**src/rtl/int_request_unit.sv**
```systemverilog
// Interrupt request unit: reset sequencing, NMI edge capture and maskable IRQ arbitration.
// Define INTU_NMI_EN to build the NMI synchroniser/pending logic; otherwise NMI_in is ignored.
module int_request_unit #(
  parameter int                   N_IRQ     = 8,
  parameter int                   RST_HOLD  = 4,
  parameter int                   ADDR_BITS = 16,
  parameter logic [ADDR_BITS-1:0] RST_VEC   = 16'hFFFE,
  parameter logic [ADDR_BITS-1:0] NMI_VEC   = 16'hFFFC
) (
  input  logic                 clk,
  input  logic                 rst_n,
  input  logic                 IF,
  input  logic                 GIE,
  input  logic                 INTACK,
  input  logic                 NMI_in,
  input  logic [N_IRQ-1:0]     irq,
  output logic                 rst,
  output logic                 INTREQ,
  output logic [ADDR_BITS-1:0] INTVEC,
  output logic [N_IRQ-1:0]     IRQ_CLR
);

  localparam int IDX_W = (N_IRQ > 1) ? $clog2(N_IRQ) : 1;
  localparam int CNT_W = $clog2(RST_HOLD + 1);

  typedef enum logic [2:0] {
    S_RESET,
    S_RSTWAIT,
    S_IDLE,
    S_ARB,
    S_LOCKED
  } state_t;

  state_t               state_q, state_d;
  logic [CNT_W-1:0]     cnt_q, cnt_d;
  logic                 lock_nmi_q, lock_nmi_d;
  logic [IDX_W-1:0]     lock_idx_q, lock_idx_d;
  logic [ADDR_BITS-1:0] vec_q;

  logic                 nmi_req;
  logic                 nmi_clr;
  logic [N_IRQ-1:0]     irq_qual;
  logic                 irq_any;
  logic [IDX_W-1:0]     irq_idx;
  logic                 any_req;
  logic [ADDR_BITS-1:0] win_vec;

  function automatic logic [ADDR_BITS-1:0] irq_vec(input logic [IDX_W-1:0] idx);
    return NMI_VEC - ADDR_BITS'(2 * (N_IRQ - int'(idx)));
  endfunction

`ifdef INTU_NMI_EN
  logic [2:0] nmi_sync_q;
  logic       nmi_rise;
  logic       nmi_pend_q, nmi_pend_d;

  // Two-flop synchroniser followed by a history flop for rising-edge detection.
  assign nmi_rise   = nmi_sync_q[1] & ~nmi_sync_q[2];
  assign nmi_pend_d = nmi_rise | (nmi_pend_q & ~nmi_clr);
  assign nmi_req    = nmi_pend_q | nmi_rise;

  always_ff @(posedge clk or negedge rst_n) begin
    if (!rst_n) begin
      nmi_sync_q <= '0;
      nmi_pend_q <= 1'b0;
    end else begin
      nmi_sync_q <= {nmi_sync_q[1:0], NMI_in};
      nmi_pend_q <= nmi_pend_d;
    end
  end
`else
  logic unused_nmi;

  assign nmi_req    = 1'b0;
  assign unused_nmi = NMI_in ^ nmi_clr;
`endif

  // Fixed priority: NMI above all, then the highest-numbered qualified irq line.
  always_comb begin
    irq_qual = irq & {N_IRQ{GIE}};
    irq_any  = |irq_qual;
    irq_idx  = '0;
    for (int i = 0; i < N_IRQ; i++) begin
      if (irq_qual[i]) irq_idx = IDX_W'(i);
    end
    any_req = nmi_req | irq_any;
    win_vec = nmi_req ? NMI_VEC : irq_vec(irq_idx);
  end

  always_comb begin
    state_d    = state_q;
    cnt_d      = cnt_q;
    lock_nmi_d = lock_nmi_q;
    lock_idx_d = lock_idx_q;
    nmi_clr    = 1'b0;
    rst        = 1'b0;
    INTREQ     = 1'b0;
    INTVEC     = vec_q;
    IRQ_CLR    = '0;
    case (state_q)
      S_RESET: begin
        rst = 1'b1;
        if (cnt_q == CNT_W'(RST_HOLD - 1)) begin
          state_d = S_RSTWAIT;
          cnt_d   = '0;
        end else begin
          cnt_d = cnt_q + CNT_W'(1);
        end
      end
      S_RSTWAIT: begin
        if (INTACK) state_d = S_IDLE;
      end
      S_IDLE: begin
        if (any_req) begin
          INTVEC  = win_vec;
          state_d = S_ARB;
        end
      end
      S_ARB: begin
        if (!any_req) begin
          state_d = S_IDLE;
        end else begin
          INTREQ = 1'b1;
          INTVEC = win_vec;
          if (IF) begin
            state_d    = S_LOCKED;
            lock_nmi_d = nmi_req;
            lock_idx_d = irq_idx;
          end
        end
      end
      S_LOCKED: begin
        INTREQ = 1'b1;
        if (INTACK) begin
          state_d = S_IDLE;
          if (lock_nmi_q) nmi_clr = 1'b1;
          else            IRQ_CLR = N_IRQ'(1) << lock_idx_q;
        end
      end
      default: state_d = S_RESET;
    endcase
  end

  // vec_q tracks the presented vector so LOCKED holds it and reset restores RST_VEC.
  always_ff @(posedge clk or negedge rst_n) begin
    if (!rst_n) begin
      state_q    <= S_RESET;
      cnt_q      <= '0;
      lock_nmi_q <= 1'b0;
      lock_idx_q <= '0;
      vec_q      <= RST_VEC;
    end else begin
      state_q    <= state_d;
      cnt_q      <= cnt_d;
      lock_nmi_q <= lock_nmi_d;
      lock_idx_q <= lock_idx_d;
      vec_q      <= INTVEC;
    end
  end

endmodule
```
**config.mk**
```make
export PLATFORM = sky130hd
export DESIGN_NAME = int_request_unit
export DESIGN_NICKNAME = d
export VERILOG_FILES = /design/src/rtl/int_request_unit.sv
export SDC_FILE = /design/constraint.sdc
export NUM_CORES = 1
export LEC_CHECK = 0
export CAP_MARGIN = 0
export CELL_PAD_IN_SITES_DETAIL_PLACEMENT = 0
export CELL_PAD_IN_SITES_GLOBAL_PLACEMENT = 2
export CORE_MARGIN = 2
export CORE_UTILIZATION = 24
export DETAILED_ROUTE_END_ITERATION = 8
export PLACE_DENSITY = 0.78
export SYNTH_ARGS = -nofsm -noshare
export SYNTH_HDL_FRONTEND = slang
export SYNTH_SLANG_ARGS = --single-unit
export TNS_END_PERCENT = 50
```
**constraint.sdc**
```tcl
create_clock -name clk -period 1.5 [get_ports clk]
set_input_delay 0.225 -clock clk [delete_from_list [all_inputs] [get_ports clk]]
set_output_delay 0.225 -clock clk [all_outputs]
set_load 0.02 [all_outputs]
```
==> reports/metrics.csv <==
stage,metric,value,unit
sta,drv_slew,0,
floorplanning,die_w,73.74,um
route,ant_nets,0,
sta,worst_slew_pin_slew,385.6,ps
placement,place_area,1823,um^2
sta,max_slew_margin,74.07,%
route,first_pass_iters,4,
sta,max_freq,531.8,MHz
critical_path,endpoint_kind,primary output,
sta,finalCritPeriodShare,125.4,%
clock_network,path_clk_slew,90,ps
global_route,grt.total_usage,11.92,%
yosys,synth.area.top_cells,"dfstp_2 34%, dfrtp_1 21%, or2_2 5.9%",
placement,globalplace.congestion,0.7664,
placement,io_buffers,38,
floorplanning,rows,25,
route,met2_length,1579,um
critical_path,worstSetupPathType,reg -> out,
sta,fin_worst_skew,5.279,ps
status,outcome,"finished, violations left",
global_route,grt_antenna_before_repair,0,
clock_network,clockBufferDepth,2,
finish,num_antenna_cells,0,
flow_run,drv_cap,0,
yosys,syn-cell-area,1167,um^2
global_route,grt_max_degree,26,
finish,drive_gt1_share,72.92,%
critical_path,cp.required,1270,ps
route,vias,1065,
clock_network,cts_buffers,3,
yosys,synth.top_cell.area_share,33.76,%
floorplanning,die_h,73.74,um
finish,finish.instance_area,2187,um^2
global_route,grt_pass1_vias,1073,
global_route,grt-ovfl-total,0,
yosys,synth_nets,122,
yosys,ys_warn_count,0,
sta,worst_slack,-380.6,ps
clock_network,cts.sinks,25,
yosys,async_flop_share,100.0,%
finish,area_growth,87.35,%
worst_hold_path,hp-class,in -> async,
yosys,avgSynthCellArea,11.01,um^2
finish,register_area,645.6,um^2
finish,nNetsFinal,209,
yosys,synth_top_area_cell,dfstp_2,
sta,fin_setup_tns,-7362,ps
placement,pre_cts_slack,-1032,ps
route,drc,0,
yosys,ys_ff_latch,25,
yosys,synth-edff-count,0,
sta,period_needed,1881,ps
critical_path,crit_path_start_kind,register,
route,via_per_inst,4.329,
critical_path,crit_arrival,1660,ps
clock_network,h-tree-depth,1,
critical_path,r2r_slack,-240,ps
placement,hpwlAfterDp,2109,um
floorplanning,die_area,5438,um^2
sta,rsz0062_at_grt,true,
route,highest_layer,met4,
clock_network,clk_latency,270,ps
route,wire_per_inst,12.37,um
route,wl_met1,1305,um
critical_path,worst-path-max-fanout,5,
pwr,powerDensity,1318,nW/um^2
floorplanning,core-area,4692,um^2
yosys,synthCells,106,
yosys,netlist-cell-type-count,26,
finish,multi_input_comb_area,636.9,um^2
yosys,ys_seq_area_share,55.20,%
sta,hold_slack,318.6,ps
floorplanning,initial_core_util,24.88,%
sta,setup_viol,32,
pwr,ir_drop,0.9166,mV
yosys,synth_ff_type,dfstp_2,
pwr,power_leakage,0.9829,nW
route,drt_iter0_markers,19,
sta,hold_viol_final,0,
clock_network,root_buffer,clkbuf_8,
status,violations,negative setup slack,
route,drt-total-wl,3043,um
floorplanning,io_pins,40,
clock_network,cts_tree,built,
global_route,grt_pass1_wl,5037,um
finish,fillCellCount,446,
route,met3WireLength,130,um
final timing paths:
kind                                                  end              startpoint  depth (start not counted)
worst min-delay path                 cnt_q[0]$_DFFE_PN0P_                   rst_n                          2
worst min register to register         vec_q[3]$_DFF_PN1_      vec_q[3]$_DFF_PN1_                          2
max in group asynchronous             vec_q[11]$_DFF_PN1_                   rst_n                          2
worst max register to register  lock_idx_q[0]$_DFFE_PN0P_  state_q[2]$_DFFE_PN0P_                          8
worst max-delay path                            INTVEC[2]  state_q[2]$_DFFE_PN0P_                          5
min in group clk                lock_idx_q[0]$_DFFE_PN0P_                  irq[5]                          4
critical path, cell delays in order, from the launching register on:
cell,delay (ps)
dfrtp_1,390
nand2b_4,160
a211oi_4,230
buf_6,170
mux2_4,310
buf_6,130
repair_timing:
item	CTS	global route
pin swaps	12	18
setup buffers	19	6
hold buffers	0	0
endpoints found under the hold margin	0	0
setup endpoints to repair	43	31
gates cloned	2	0
resized for setup	176	41
metrics by stage:
stage                     util [%]  total power [mW]  instances
after floorplan                  -             1.630        106
after global placement       38.85             2.127        216
after detailed placement     38.85             2.157        216
after CTS                    45.17             2.838        241
after global routing         46.61             3.081        246
final                        46.61             2.882        246
routing by layer:
| layer | GRT usage [%] | up-vias |
|---|---|---|
| met5 | 0 | - |
| met4 | 3.030 | 0 |
| met3 | 3.155 | 5 |
| met2 | 20.44 | 27 |
| met1 | 14.80 | 505 |
| li1 | - | 528 |
report_power, final:
group          internal, mW  switching (mW)  total [mW]
Sequential            0.869           0.133        1.00
Clock                 0.186           0.207       0.393
Combinational         0.789           0.698        1.49
layout make-up:
type                       count  share of cell area, %
timing repair buffer          85                  34.78
sequential                    25                  29.52
multi-input combinational     70                  29.12
tap                           54                  3.089
clock buffer                   3                  1.888
inverter                       8                  1.373
clock inverter                 1                 0.2288
cells by family after synthesis:
kind of cell    count (synthesis)  share of synthesized area [%]
flops                          25                          55.20
buf+inv                        11                          4.073
simple gates                   49                          24.76
fa+ha+maj                       2                          2.143
compound gates                 14                          8.253
mux                             5                          5.573
cells in the mapped netlist (3+ instances only):
| master | n |
|---|---|
| mux2_4 | 3 |
| a21oi_1 | 5 |
| nand2b_1 | 5 |
| nor2_1 | 10 |
| nand3_1 | 6 |
| o21ai_0 | 3 |
| dfrtp_1 | 10 |
| dfstp_2 | 15 |
| inv_1 | 8 |
| nand2_1 | 5 |
| or2_2 | 11 |
| nor3_1 | 6 |
state kept, by name, indices dropped and copies added (netlist names):
signal / count
vec_q: 16
lock_idx_q: 3
state_q: 3
cnt_q: 3
layout by cell type, fill, tap and decap left out, types with 2 or more instances in the layout:
cell / count
nand2b_1: 4
nor2_2: 5
inv_1: 7
dfrtp_1: 9
clkdlybuf4s50_1: 4
nand2_2: 2
nor2_1: 2
a21oi_1: 3
buf_2: 3
nor4_4: 2
buf_6: 32
mux2_4: 3
mux2i_1: 2
nor2_4: 3
nor3_4: 2
dfstp_2: 15
ha_1: 2
o21ai_0: 3
nand3_4: 3
clkbuf_8: 3
a21oi_2: 2
nand3_1: 4
nand2_1: 3
clkbuf_2: 2
buf_4: 42
nor3_1: 3
or2_4: 11
Power figures use the tool's default switching activity.
